[config.mk]
export PLATFORM = sky130hd
export DESIGN_NAME = sec_search
export DESIGN_NICKNAME = d
export VERILOG_FILES = /design/src/rtl/sec_search.sv
export SDC_FILE = /design/constraint.sdc
export NUM_CORES = 1
export LEC_CHECK = 0
export CAP_MARGIN = 20
export CORE_ASPECT_RATIO = 0.8
export CORE_MARGIN = 2
export CORE_UTILIZATION = 40
export CTS_CLUSTER_DIAMETER = 100
export DETAILED_ROUTE_END_ITERATION = 8
export PLACE_DENSITY = 0.56
export REMOVE_ABC_BUFFERS = 1
export SYNTH_ARGS = -nofsm -noshare
export SYNTH_HDL_FRONTEND = slang
export SYNTH_SLANG_ARGS = --single-unit
[constraint.sdc]
create_clock -name clk -period 6.2 [get_ports clk]
set_input_delay 1.86 -clock clk [delete_from_list [all_inputs] [get_ports clk]]
set_output_delay 1.86 -clock clk [all_outputs]
set_load 0.005 [all_outputs]
[src/rtl/sec_search.sv]
// sec_search: sequential single-error search for an AN-coded word.
//
// A codeword is accepted in IDLE and its syndrome (cw mod MOD_A) is built one bit per cycle,
// MSB first. A nonzero syndrome is then compared against the remainder for each candidate error
// location. Candidates are tried in the order 1,-1,2,-2,...,CW,-CW. The external lookup returns
// each remainder combinationally on lut_r. The first match is corrected by adding or subtracting
// 2^(|l|-1). A correction that leaves the CW-bit range is reported as uncorrectable.
//
// Optional feature macro: SEC_CONST_LATENCY_EN. When it is defined, every codeword takes the full
// scan of 2*CW candidates, so the result latency does not depend on the data.
//
// Ports:
//   clk, rst            clock, asynchronous active-high reset
//   in_valid/in_ready   input handshake; cw_in is sampled only on acceptance
//   cw_in               received codeword
//   lut_l / lut_r       signed candidate location out, its remainder back (same cycle)
//   out_valid/out_ready result handshake; results held stable until accepted
//   cw_out, err_loc     corrected codeword, signed matched location (0 if none)
//   no_err, corrected, uncorr  one-hot result status
module sec_search #(
    parameter int unsigned CW    = 45,
    parameter int unsigned MOD_A = 18613,
    parameter int unsigned RW    = 15
) (
    input  logic                 clk,
    input  logic                 rst,
    input  logic                 in_valid,
    output logic                 in_ready,
    input  logic [CW-1:0]        cw_in,
    output logic signed [6:0]    lut_l,
    input  logic [RW-1:0]        lut_r,
    output logic                 out_valid,
    input  logic                 out_ready,
    output logic [CW-1:0]        cw_out,
    output logic signed [6:0]    err_loc,
    output logic                 no_err,
    output logic                 corrected,
    output logic                 uncorr
);

    typedef enum logic [1:0] {StIdle, StRes, StSearch, StDone} state_e;

    localparam int unsigned      CntW    = (CW > 1) ? $clog2(CW) : 1;
    localparam logic [RW:0]      ModExt  = (RW+1)'(MOD_A);
    localparam logic signed [6:0] LocLast = 7'(-int'(CW));

    state_e               state_q, state_d;
    logic [CW-1:0]        cw_q, cw_d;
    logic [RW-1:0]        syn_q, syn_d;
    logic [CntW-1:0]      cnt_q, cnt_d;
    logic signed [6:0]    lut_l_q, lut_l_d;
    logic                 in_ready_q, in_ready_d;
    logic                 out_valid_q, out_valid_d;
    logic [CW-1:0]        cw_out_q, cw_out_d;
    logic signed [6:0]    err_loc_q, err_loc_d;
    logic                 no_err_q, no_err_d;
    logic                 corrected_q, corrected_d;
    logic                 uncorr_q, uncorr_d;
`ifdef SEC_CONST_LATENCY_EN
    // Set once a result is recorded; later matches in the same scan are ignored.
    logic                 found_q, found_d;
`endif

    logic [RW:0]          syn_dbl;
    logic [RW-1:0]        syn_step;
    logic                 match;
    logic                 last_cand;
    logic signed [6:0]    next_l;
    logic [6:0]           mag;
    logic [CW:0]          pow;
    logic [CW:0]          cw_ext;
    logic [CW:0]          cw_sub;
    logic [CW:0]          cw_add;
    logic                 corr_ok;
    logic [CW-1:0]        corr_cw;

    // Datapath: syndrome step, candidate sequencing, and trial correction for the current candidate.
    always_comb begin
        // syn < A, so 2*syn+bit < 2A and a single conditional subtract keeps it reduced.
        syn_dbl   = {syn_q, cw_q[cnt_q]};
        syn_step  = (syn_dbl >= ModExt) ? RW'(syn_dbl - ModExt) : syn_dbl[RW-1:0];
        match     = (lut_r == syn_q);
        last_cand = (lut_l_q == LocLast);
        // l>0 -> -l ; l<0 -> |l|+1
        next_l    = lut_l_q[6] ? (7'sd1 - lut_l_q) : -lut_l_q;
        mag       = lut_l_q[6] ? -lut_l_q : lut_l_q;
        pow       = {{CW{1'b0}}, 1'b1} << (mag - 7'd1);
        cw_ext    = {1'b0, cw_q};
        cw_sub    = cw_ext - pow;
        cw_add    = cw_ext + pow;
        // The extra top bit flags a borrow below zero or a carry past 2^CW-1.
        if (lut_l_q[6]) begin
            corr_ok = ~cw_add[CW];
            corr_cw = cw_add[CW-1:0];
        end else begin
            corr_ok = ~cw_sub[CW];
            corr_cw = cw_sub[CW-1:0];
        end
    end

    always_comb begin
        state_d     = state_q;
        cw_d        = cw_q;
        syn_d       = syn_q;
        cnt_d       = cnt_q;
        lut_l_d     = lut_l_q;
        in_ready_d  = in_ready_q;
        out_valid_d = out_valid_q;
        cw_out_d    = cw_out_q;
        err_loc_d   = err_loc_q;
        no_err_d    = no_err_q;
        corrected_d = corrected_q;
        uncorr_d    = uncorr_q;
`ifdef SEC_CONST_LATENCY_EN
        found_d     = found_q;
`endif

        case (state_q)
            StIdle: begin
                if (in_valid) begin
                    cw_d       = cw_in;
                    syn_d      = '0;
                    cnt_d      = CntW'(CW - 1);
                    in_ready_d = 1'b0;
                    state_d    = StRes;
                end
            end

            StRes: begin
                syn_d = syn_step;
                cnt_d = cnt_q - 1'b1;
                if (cnt_q == '0) begin
`ifdef SEC_CONST_LATENCY_EN
                    // A zero syndrome records its result now but still runs the full scan.
                    state_d = StSearch;
                    lut_l_d = 7'sd1;
                    found_d = (syn_step == '0);
                    if (syn_step == '0) begin
                        no_err_d    = 1'b1;
                        corrected_d = 1'b0;
                        uncorr_d    = 1'b0;
                        err_loc_d   = '0;
                        cw_out_d    = cw_q;
                    end
`else
                    if (syn_step == '0) begin
                        state_d     = StDone;
                        out_valid_d = 1'b1;
                        no_err_d    = 1'b1;
                        corrected_d = 1'b0;
                        uncorr_d    = 1'b0;
                        err_loc_d   = '0;
                        cw_out_d    = cw_q;
                    end else begin
                        state_d = StSearch;
                        lut_l_d = 7'sd1;
                    end
`endif
                end
            end

            StSearch: begin
                lut_l_d = next_l;
`ifdef SEC_CONST_LATENCY_EN
                if (!found_q && match) begin
                    found_d     = 1'b1;
                    no_err_d    = 1'b0;
                    err_loc_d   = lut_l_q;
                    corrected_d = corr_ok;
                    uncorr_d    = ~corr_ok;
                    cw_out_d    = corr_ok ? corr_cw : cw_q;
                end
                if (last_cand) begin
                    state_d     = StDone;
                    out_valid_d = 1'b1;
                    lut_l_d     = '0;
                    if (!found_q && !match) begin
                        no_err_d    = 1'b0;
                        err_loc_d   = '0;
                        corrected_d = 1'b0;
                        uncorr_d    = 1'b1;
                        cw_out_d    = cw_q;
                    end
                end
`else
                if (match || last_cand) begin
                    state_d     = StDone;
                    out_valid_d = 1'b1;
                    lut_l_d     = '0;
                    no_err_d    = 1'b0;
                    if (match) begin
                        err_loc_d   = lut_l_q;
                        corrected_d = corr_ok;
                        uncorr_d    = ~corr_ok;
                        cw_out_d    = corr_ok ? corr_cw : cw_q;
                    end else begin
                        err_loc_d   = '0;
                        corrected_d = 1'b0;
                        uncorr_d    = 1'b1;
                        cw_out_d    = cw_q;
                    end
                end
`endif
            end

            StDone: begin
                if (out_ready) begin
                    out_valid_d = 1'b0;
                    in_ready_d  = 1'b1;
                    state_d     = StIdle;
                end
            end

            default: begin
                state_d    = StIdle;
                in_ready_d = 1'b1;
            end
        endcase
    end

    always_ff @(posedge clk or posedge rst) begin
        if (rst) begin
            state_q     <= StIdle;
            cw_q        <= '0;
            syn_q       <= '0;
            cnt_q       <= '0;
            lut_l_q     <= '0;
            in_ready_q  <= 1'b1;
            out_valid_q <= 1'b0;
            cw_out_q    <= '0;
            err_loc_q   <= '0;
            no_err_q    <= 1'b0;
            corrected_q <= 1'b0;
            uncorr_q    <= 1'b0;
`ifdef SEC_CONST_LATENCY_EN
            found_q     <= 1'b0;
`endif
        end else begin
            state_q     <= state_d;
            cw_q        <= cw_d;
            syn_q       <= syn_d;
            cnt_q       <= cnt_d;
            lut_l_q     <= lut_l_d;
            in_ready_q  <= in_ready_d;
            out_valid_q <= out_valid_d;
            cw_out_q    <= cw_out_d;
            err_loc_q   <= err_loc_d;
            no_err_q    <= no_err_d;
            corrected_q <= corrected_d;
            uncorr_q    <= uncorr_d;
`ifdef SEC_CONST_LATENCY_EN
            found_q     <= found_d;
`endif
        end
    end

    assign in_ready  = in_ready_q;
    assign out_valid = out_valid_q;
    assign lut_l     = lut_l_q;
    assign cw_out    = cw_out_q;
    assign err_loc   = err_loc_q;
    assign no_err    = no_err_q;
    assign corrected = corrected_q;
    assign uncorr    = uncorr_q;

endmodule

==> results by group, run 1 <==
Clock network
  • Root buffer selected by CTS: sky130_fd_sc_hd__clkbuf_16
  • TritonCTS clock tree: done
  • CTS Buf Count: 17
  • Clock Pin Slew Worst Setup and Hold Paths: 0.07 ns
  • Hold-fix buffer count after cts: 0
  • Max Buffers Root-to-Sink: 2
  • Number of sinks on the clock net: 132
  • Count of H-tree levels built during CTS: 4
  • Latest clock arrival within the worst-skew pair: 0.47 ns

Cells and area
  • Register Area: 3306 um^2
  • Filler Cell Count: 3238
  • Layout cells sized above 1: 12.16%
  • Area growth syn-to-layout: 20.40%
  • Multi-input gate area: 8802 um^2
  • Ant. Diodes: 0
  • Area of all placed cells without fillers: 15550 um^2
  • Final core area utilization: 49.14%
  • Layout Nets: 1932

Setup path
  • WP data arrival: 6.20 ns
  • Startpoint kind of the worst setup timing path: flop
  • Maximum net fanout on the critical path: 10
  • Category of the worst setup path capture point: flop
  • Type of the worst setup path: reg -> reg
  • Critical path required time: 6.53 ns

Drt
  • Routed len/inst: 20.41 um
  • DR pass1 iterations: 5
  • DRC marker count from the first detailed-route iteration: 1152
  • Total DRC errors in the routed layout: 0
  • Final Routed Wirelength: 44.83 mm
  • Number of vias after detailed routing: 12762
  • Number of nets still failing antenna checks after routing: 0
  • Detailed-route vias per instance: 5.811

Job
  • Total of max-cap violations: 0

Synthesis
  • Total of warnings raised by yosys: 0
  • Synth Area per Inst: 7.803 um^2
  • Count leader, synth: sky130_fd_sc_hd__nand2_1
  • Top area cells in the synthesized netlist: sky130_fd_sc_hd__dfrtp_1 (25%), sky130_fd_sc_hd__ha_1 (10%), sky130_fd_sc_hd__nand2_1 (6.1%)
  • Leading area contributor after synthesis: sky130_fd_sc_hd__dfrtp_1
  • Top post-synthesis cells by count: sky130_fd_sc_hd__nand2_1 (211), sky130_fd_sc_hd__dfrtp_1 (131), sky130_fd_sc_hd__a21oi_1 (121), sky130_fd_sc_hd__nor2_1 (120), sky130_fd_sc_hd__inv_1 (115)
  • Most used flip-flop cell after synthesis: sky130_fd_sc_hd__dfrtp_1
  • Fraction of post-synthesis cell area in the top cell type by area: 25.39%
  • Mapped cell area: 12910 um^2
  • Synthesis-stage register bit count: 132
  • Synth async-reset ratio: 100.0%
  • Post-synth EDFFs: 0
  • Share of synthesized area occupied by flip-flops and latches: 25.59%
  • Unique cell type count in the Yosys netlist: 85
  • Cell count after synthesis: 1655

Status
  • Run status: completed

Die
  • Num ports: 128
  • Overall die height: 164.7 um
  • Core region area: 31640 um^2
  • Effective utilization at floorplan: 40.81%
  • Chip Width: 204.9 um
  • Cell row count: 58
  • Total die area: 33750 um^2

Timing
  • Achievable Freq: 0.1702 GHz
  • Worst setup skew after layout: 0.01514 ns
  • Number of pins with negative max-slew slack in the final report: 0
  • Count of endpoints failing setup in the final report: 0
  • Final Hold Fails: 0
  • Fin Setup TNS: 0 ns
  • Setup repair after global routing missed its margin: true
  • Post-layout minimum cycle time: 5.875 ns
  • Part of the cycle the worst path needs: 94.76%
  • Worst slew margin relative to its limit: 46.58%
  • Slew at the pin with the worst max-slew slack: 0.8013 ns

Placed design
  • Placed inst area: 14870 um^2
  • Count of port buffers added during placement: 127
  • Half-perimeter wire length after detailed placement: 34.06 mm
  • Placer congestion estimate: 0.9660

Power and ir drop
  • VDD IR max: 0.2158 mV
  • Total power per unit cell area: 553.6 nW/um^2
  • Static Leak: 0.006789 uW

Global routing
  • Aggregate global routing overflow: 0
  • Number of global-route vias before repair: 12186
  • Number of antenna violations at the first check in global routing: 0
  • Global-route usage over all layers: 26.88%
  • Wire length of the first global-routing pass: 69.98 mm
  • Pin count of the biggest net entering global routing: 69

Hold path
  • Type of the tightest min-delay check: reg -> reg
==> stage by stage <==
step	setup WS [ns]	power (uW)	std cells	hold slack [ns]
finish	0.3247	8606	2196	0.4767
CTS	0.02423	8504	2196	0.4851
global route	-0.03466	9274	2196	0.5073
global placement	0.2180	7393	2162	0.4652
floorplan	-1.175	5216	1545	0.4628
detailed placement	-0.03581	7402	2162	0.4713
==> final cells by class <==
| type | count | share of cell area, % |
|---|---|---|
| Multi-Input combinational cell | 1298 | 56.62 |
| Sequential cell | 132 | 21.26 |
| Timing Repair Buffer | 199 | 12.14 |
| Tap cell | 420 | 3.380 |
| Inverter | 115 | 2.809 |
| Clock buffer | 17 | 2.736 |
| Clock inverter | 15 | 1.062 |
==> placed cells by master (no fill, tap or decap), types with 14 or more instances in the layout <==
master / instances
sky130_fd_sc_hd__o21ai_0: 112
sky130_fd_sc_hd__ha_1: 100
sky130_fd_sc_hd__inv_1: 114
sky130_fd_sc_hd__buf_4: 66
sky130_fd_sc_hd__clkbuf_16: 17
sky130_fd_sc_hd__xor2_1: 14
sky130_fd_sc_hd__nand2_1: 210
sky130_fd_sc_hd__nor4_1: 21
sky130_fd_sc_hd__dfrtp_1: 130
sky130_fd_sc_hd__mux2i_1: 33
sky130_fd_sc_hd__a21oi_1: 121
sky130_fd_sc_hd__nor3_1: 40
sky130_fd_sc_hd__a31oi_1: 47
sky130_fd_sc_hd__mux2_2: 52
sky130_fd_sc_hd__nand4_1: 16
sky130_fd_sc_hd__o211ai_1: 15
sky130_fd_sc_hd__o31ai_1: 23
sky130_fd_sc_hd__nor2b_1: 23
sky130_fd_sc_hd__nand3_1: 36
sky130_fd_sc_hd__xnor2_1: 60
sky130_fd_sc_hd__clkdlybuf4s50_1: 127
sky130_fd_sc_hd__a211oi_1: 15
sky130_fd_sc_hd__nand2b_1: 22
sky130_fd_sc_hd__nor2_1: 114
sky130_fd_sc_hd__o21bai_1: 16
==> final timing paths <==
check | from | endpoint | slack, ns | cells past startpoint
setup reg to reg | lut_l[1] | cw_out[44] | 0.32 | 25
max in group asynchronous | rst | cw_q[1] | 3.38 | 3
setup / recovery | lut_l[1] | cw_out[44] | 0.32 | 25
hold / removal | cw_out[36] | cw_out[36] | 0.48 | 2
min in group asynchronous | rst | state_q[1] | 1.87 | 2
hold reg to reg | cw_out[36] | cw_out[36] | 0.48 | 2
==> registers in the layout (all words and copies together) (netlist names) <==
register   cells
cnt_q          6
corrected      1
cw_out        45
cw_q          45
err_loc        7
in_ready       1
lut_l          7
no_err         1
out_valid      1
state_q        2
syn_q         15
uncorr         1
==> worst max-delay path, stage by stage, from the launching register on <==
cell and delay (ns):
sky130_fd_sc_hd__dfrtp_1 0.38, sky130_fd_sc_hd__inv_1 0.15, sky130_fd_sc_hd__ha_2 0.32, sky130_fd_sc_hd__xor2_1 0.25, sky130_fd_sc_hd__a31oi_1 0.11, sky130_fd_sc_hd__nor2_1 0.15, sky130_fd_sc_hd__o21ai_0 0.13, sky130_fd_sc_hd__xnor2_1 0.16
sky130_fd_sc_hd__nor2b_1 0.19, sky130_fd_sc_hd__nand2b_2 0.20, sky130_fd_sc_hd__nor2_1 0.27, sky130_fd_sc_hd__nand2_1 0.12, sky130_fd_sc_hd__ha_1 0.42, sky130_fd_sc_hd__buf_4 0.17, sky130_fd_sc_hd__o211a_1 0.15, sky130_fd_sc_hd__a21boi_1 0.11
sky130_fd_sc_hd__a2111oi_1 0.55, sky130_fd_sc_hd__o31ai_1 0.11, sky130_fd_sc_hd__buf_4 0.16, sky130_fd_sc_hd__o211ai_1 0.42, sky130_fd_sc_hd__a311o_1 0.40, sky130_fd_sc_hd__a31o_2 0.21, sky130_fd_sc_hd__o311a_1 0.19, sky130_fd_sc_hd__o41ai_1 0.10
sky130_fd_sc_hd__xor2_1 0.17, sky130_fd_sc_hd__o221ai_1 0.13
==> report_power, final <==
group          internal [uW]  switching (uW)
clock                    569             472
combinational           2460            3400
sequential              1220             483
total                   4250            4360
==> repair_timing <==
| item | CTS | global route |
|---|---|---|
| endpoints found under the setup margin | 1 | 47 |
| setup buffers | 2 | 0 |
| hold endpoints to repair | 0 | 0 |
| gates resized for setup | 0 | 23 |
| pin swaps | 1 | 1 |
==> layer usage <==
layer  vias up  wire, um  global-route usage [%]
li1       6111         -                       -
met1      6193     22380                   40.67
met2       412     18620                   38.30
met3        46      3039                   5.900
met4         0       783                   6.540
met5         -         0                       0
==> logic make-up (layout without fill, tap and decap cells) <==
family | count (synthesis) | in the layout | share of synthesized area (%)
buf+inv | 225 | 346 | 6.986
compound gates | 477 | 477 | 23.91
fa+ha+maj | 105 | 105 | 10.29
simple gates | 550 | 550 | 19.89
mux | 92 | 92 | 8.313
xor+xnor | 74 | 74 | 5.019
flops | 132 | 132 | 25.59
Note: power is estimated with default switching activity, not from simulation.
==> run 2, diff against run 1 <==
--- a/config.mk
+++ b/config.mk
@@ -11,8 +11,9 @@
 export CORE_UTILIZATION = 40
 export CTS_CLUSTER_DIAMETER = 100
 export DETAILED_ROUTE_END_ITERATION = 8
-export PLACE_DENSITY = 0.56
+export PLACE_DENSITY_LB_ADDON = 0.2
 export REMOVE_ABC_BUFFERS = 1
 export SYNTH_ARGS = -nofsm -noshare
 export SYNTH_HDL_FRONTEND = slang
 export SYNTH_SLANG_ARGS = --single-unit
+export TNS_END_PERCENT = 10
==> results by group, run 2 (synthesized netlist as in run 1, its figures left out) <==
Drt
  • Routed wl met3: 3.406 mm (+12%)
  • DR pass1 iterations: 6 (+1)
  • Highest metal layer with signal wires: met4
  • Number of vias after detailed routing: 12784 (+0.17%)
  • Final Routed Wirelength: 44.53 mm (-0.66%)
  • Met2 wire len: 18.52 mm (-0.55%)
  • Total DRC errors in the routed layout: 0 (unchanged)
  • DRC marker count from the first detailed-route iteration: 1148 (-0.35%)
  • Total routed wire length on the met1 layer: 21.86 mm (-2.3%)
  • Detailed-route vias per instance: 5.864 (+0.91%)
  • Routed len/inst: 20.43 um (about the same)
  • Number of nets still failing antenna checks after routing: 0 (unchanged)

Clock network
  • Root buffer selected by CTS: sky130_fd_sc_hd__clkbuf_16
  • Number of sinks on the clock net: 132 (unchanged)
  • Clock Pin Slew Worst Setup and Hold Paths: 0.06 ns (about the same)
  • Count of H-tree levels built during CTS: 4 (unchanged)
  • Max Buffers Root-to-Sink: 2 (unchanged)
  • TritonCTS clock tree: done
  • Hold-fix buffer count after cts: 0 (unchanged)
  • CTS Buf Count: 17 (unchanged)
  • Latest clock arrival within the worst-skew pair: 0.46 ns (about the same)

Setup path
  • Type of the worst setup path: reg -> reg
  • Category of the worst setup path capture point: flop
  • WP data arrival: 6.25 ns (+0.05 ns)
  • Cell with the largest stage delay on the worst path: sky130_fd_sc_hd__fa_1
  • FF-to-FF path depth: 24 (-4.0%)
  • Critical path required time: 6.52 ns (about the same)
  • Startpoint kind of the worst setup timing path: flop
  • Slowest stage delay, CP: 0.52 ns (-0.03 ns)
  • Maximum net fanout on the critical path: 6 (-4)
  • Worst path cell trace: inv_1, ha_1, xor2_1, a31oi_1, nor2_1, o21ai_0, xnor2_1, nor2b_1, nand2b_1, nor2_1, nand2_1, fa_1, a211o_1, a21boi_1, a2111oi_2, o31ai_1, buf_4, o211ai_1, a311o_1, a2111oi_1, nor3_1, xnor2_1, mux2i_1, o21ai_0

Placed design
  • Count of port buffers added during placement: 127 (unchanged)
  • Half-perimeter wire length after detailed placement: 33.51 mm (-1.6%)
  • Setup Slack @ Placement: 0.05375 ns (+0.08957 ns)
  • Cell count after placement: 2147 (-0.69%)
  • Placer congestion estimate: 0.9604 (-0.58%)

Die
  • Cell row count: 58 (unchanged)
  • Total die area: 33750 um^2 (unchanged)
  • Num ports: 128 (unchanged)
  • Core region area: 31640 um^2 (unchanged)
  • Overall die height: 164.7 um (unchanged)
  • Effective utilization at floorplan: 40.81% (unchanged)
  • Chip Width: 204.9 um (unchanged)

Timing
  • Final setup margin: 0.2666 ns (-0.05804 ns)
  • Post-layout minimum cycle time: 5.933 ns (+0.05804 ns)
  • Worst slew margin relative to its limit: 43.60% (-3.0 points)
  • Count of endpoints failing setup in the final report: 0 (unchanged)
  • Part of the cycle the worst path needs: 95.70% (+0.94 points)
  • Achievable Freq: 0.1685 GHz (-0.98%)
  • Worst setup skew after layout: 0.01287 ns (-0.002271 ns)
  • Final Hold Fails: 0 (unchanged)
  • Number of pins with negative max-slew slack in the final report: 0 (unchanged)
  • Hold Slack: 0.4779 ns (+0.001210 ns)
  • Setup repair after global routing missed its margin: true
  • Slew at the pin with the worst max-slew slack: 0.8461 ns (+0.04471 ns)

Cells and area
  • Number of standard cells in the final layout excluding fillers: 2180 (-0.73%)
  • Commonest cells after routing, fill and taps aside: sky130_fd_sc_hd__nand2_1 (210), sky130_fd_sc_hd__dfrtp_1 (128), sky130_fd_sc_hd__clkdlybuf4s50_1 (127), sky130_fd_sc_hd__a21oi_1 (120), sky130_fd_sc_hd__nor2_1 (117)
  • Area growth syn-to-layout: 19.11%
  • Layout Nets: 1916 (-0.83%)
  • Ant. Diodes: 0 (unchanged)
  • Layout cells sized above 1: 11.19% (-0.97 points)
  • Most common cell after layout, fill and taps aside: sky130_fd_sc_hd__nand2_1
  • Final core area utilization: 48.61% (-0.53 points)

Global routing
  • Pin count of the biggest net entering global routing: 47 (-32%)
  • Global-route usage over all layers: 26.64% (-0.24 points)
  • Aggregate global routing overflow: 0 (unchanged)
  • Wire length of the first global-routing pass: 69.58 mm (-0.57%)
  • Number of antenna violations at the first check in global routing: 0 (unchanged)
  • Number of global-route vias before repair: 12045 (-1.2%)

Hold path
  • Type of the tightest min-delay check: reg -> reg
  • Number of cells on the worst hold path: 2 (unchanged)

Power and ir drop
  • Static Leak: 0.006650 uW (-2.0%)
  • Total power per unit cell area: 550.6 nW/um^2 (-0.53%)
  • VDD IR max: 0.2622 mV (+22%)

Job
  • Total of max-cap violations: 0 (unchanged)

Status
  • Run status: completed
==> run 2: path summary, 6_finish.rpt <==
kind                            start    endpoint  slack (ns)
max in group asynchronous         rst     cw_q[0]        3.42
min in group asynchronous         rst    syn_q[6]        1.80
hold reg to reg            cw_out[39]  cw_out[39]        0.48
hold / removal             cw_out[39]  cw_out[39]        0.48
setup reg to reg             lut_l[0]  cw_out[42]        0.27
setup / recovery             lut_l[0]  cw_out[42]        0.27
==> run 2: final cells by class <==
| type | count | area, um^2 |
|---|---|---|
| multi-input combinational | 1298 | 8800 |
| clock inverter | 8 | 100.1 |
| tap | 420 | 525.5 |
| timing repair buffer | 183 | 1729 |
| inverter | 115 | 436.7 |
| fill | 3165 | 16260 |
| sequential | 132 | 3308 |
| clock buffer | 24 | 481.7 |
==> run 2: metal layers <==
layer,vias to the layer above,GRT usage [%]
li1,6086,-
met1,6165,40.40
met2,474,37.75
met3,59,6.275
met4,0,6.017
met5,-,0
==> run 2: repair_timing <==
item / 4_1_cts / 5_1_grt
setup buffers: 0 / 1
setup endpoints to repair: 0 / 51
gates resized for setup: 0 / 25
==> run 2: stage by stage <==
stage | setup TNS (ns) | power [uW] | instance area [um^2]
2_1_floorplan | -44.95 | 5216 | 12440
3_3_place_gp | 0 | 7269 | 14710
3_5_place_dp | 0 | 7266 | 14710
4_1_cts | 0 | 8348 | 15290
6_report | 0 | 8469 | 15380
5_1_grt | -0.1586 | 9132 | 15380
==> run 2: critical path: cells and delay by family (launching register included) <==
kind	cells	cell delay (ns)
DFF	1	0.37
buffers and inverters	2	0.35
adders and majority gates	2	0.77
and+or+nand+nor	6	1.25
muxes	1	0.12
xor gates and xnor gates	3	0.55
AOI/OAI and AO/OA	10	2.35
==> run 2: report_power, final <==
part           total, uW  internal, uW  switching (uW)
logic               5710          2370            3340
clock network       1030           621             412
registers           1730          1220             507
total               8470          4210            4260
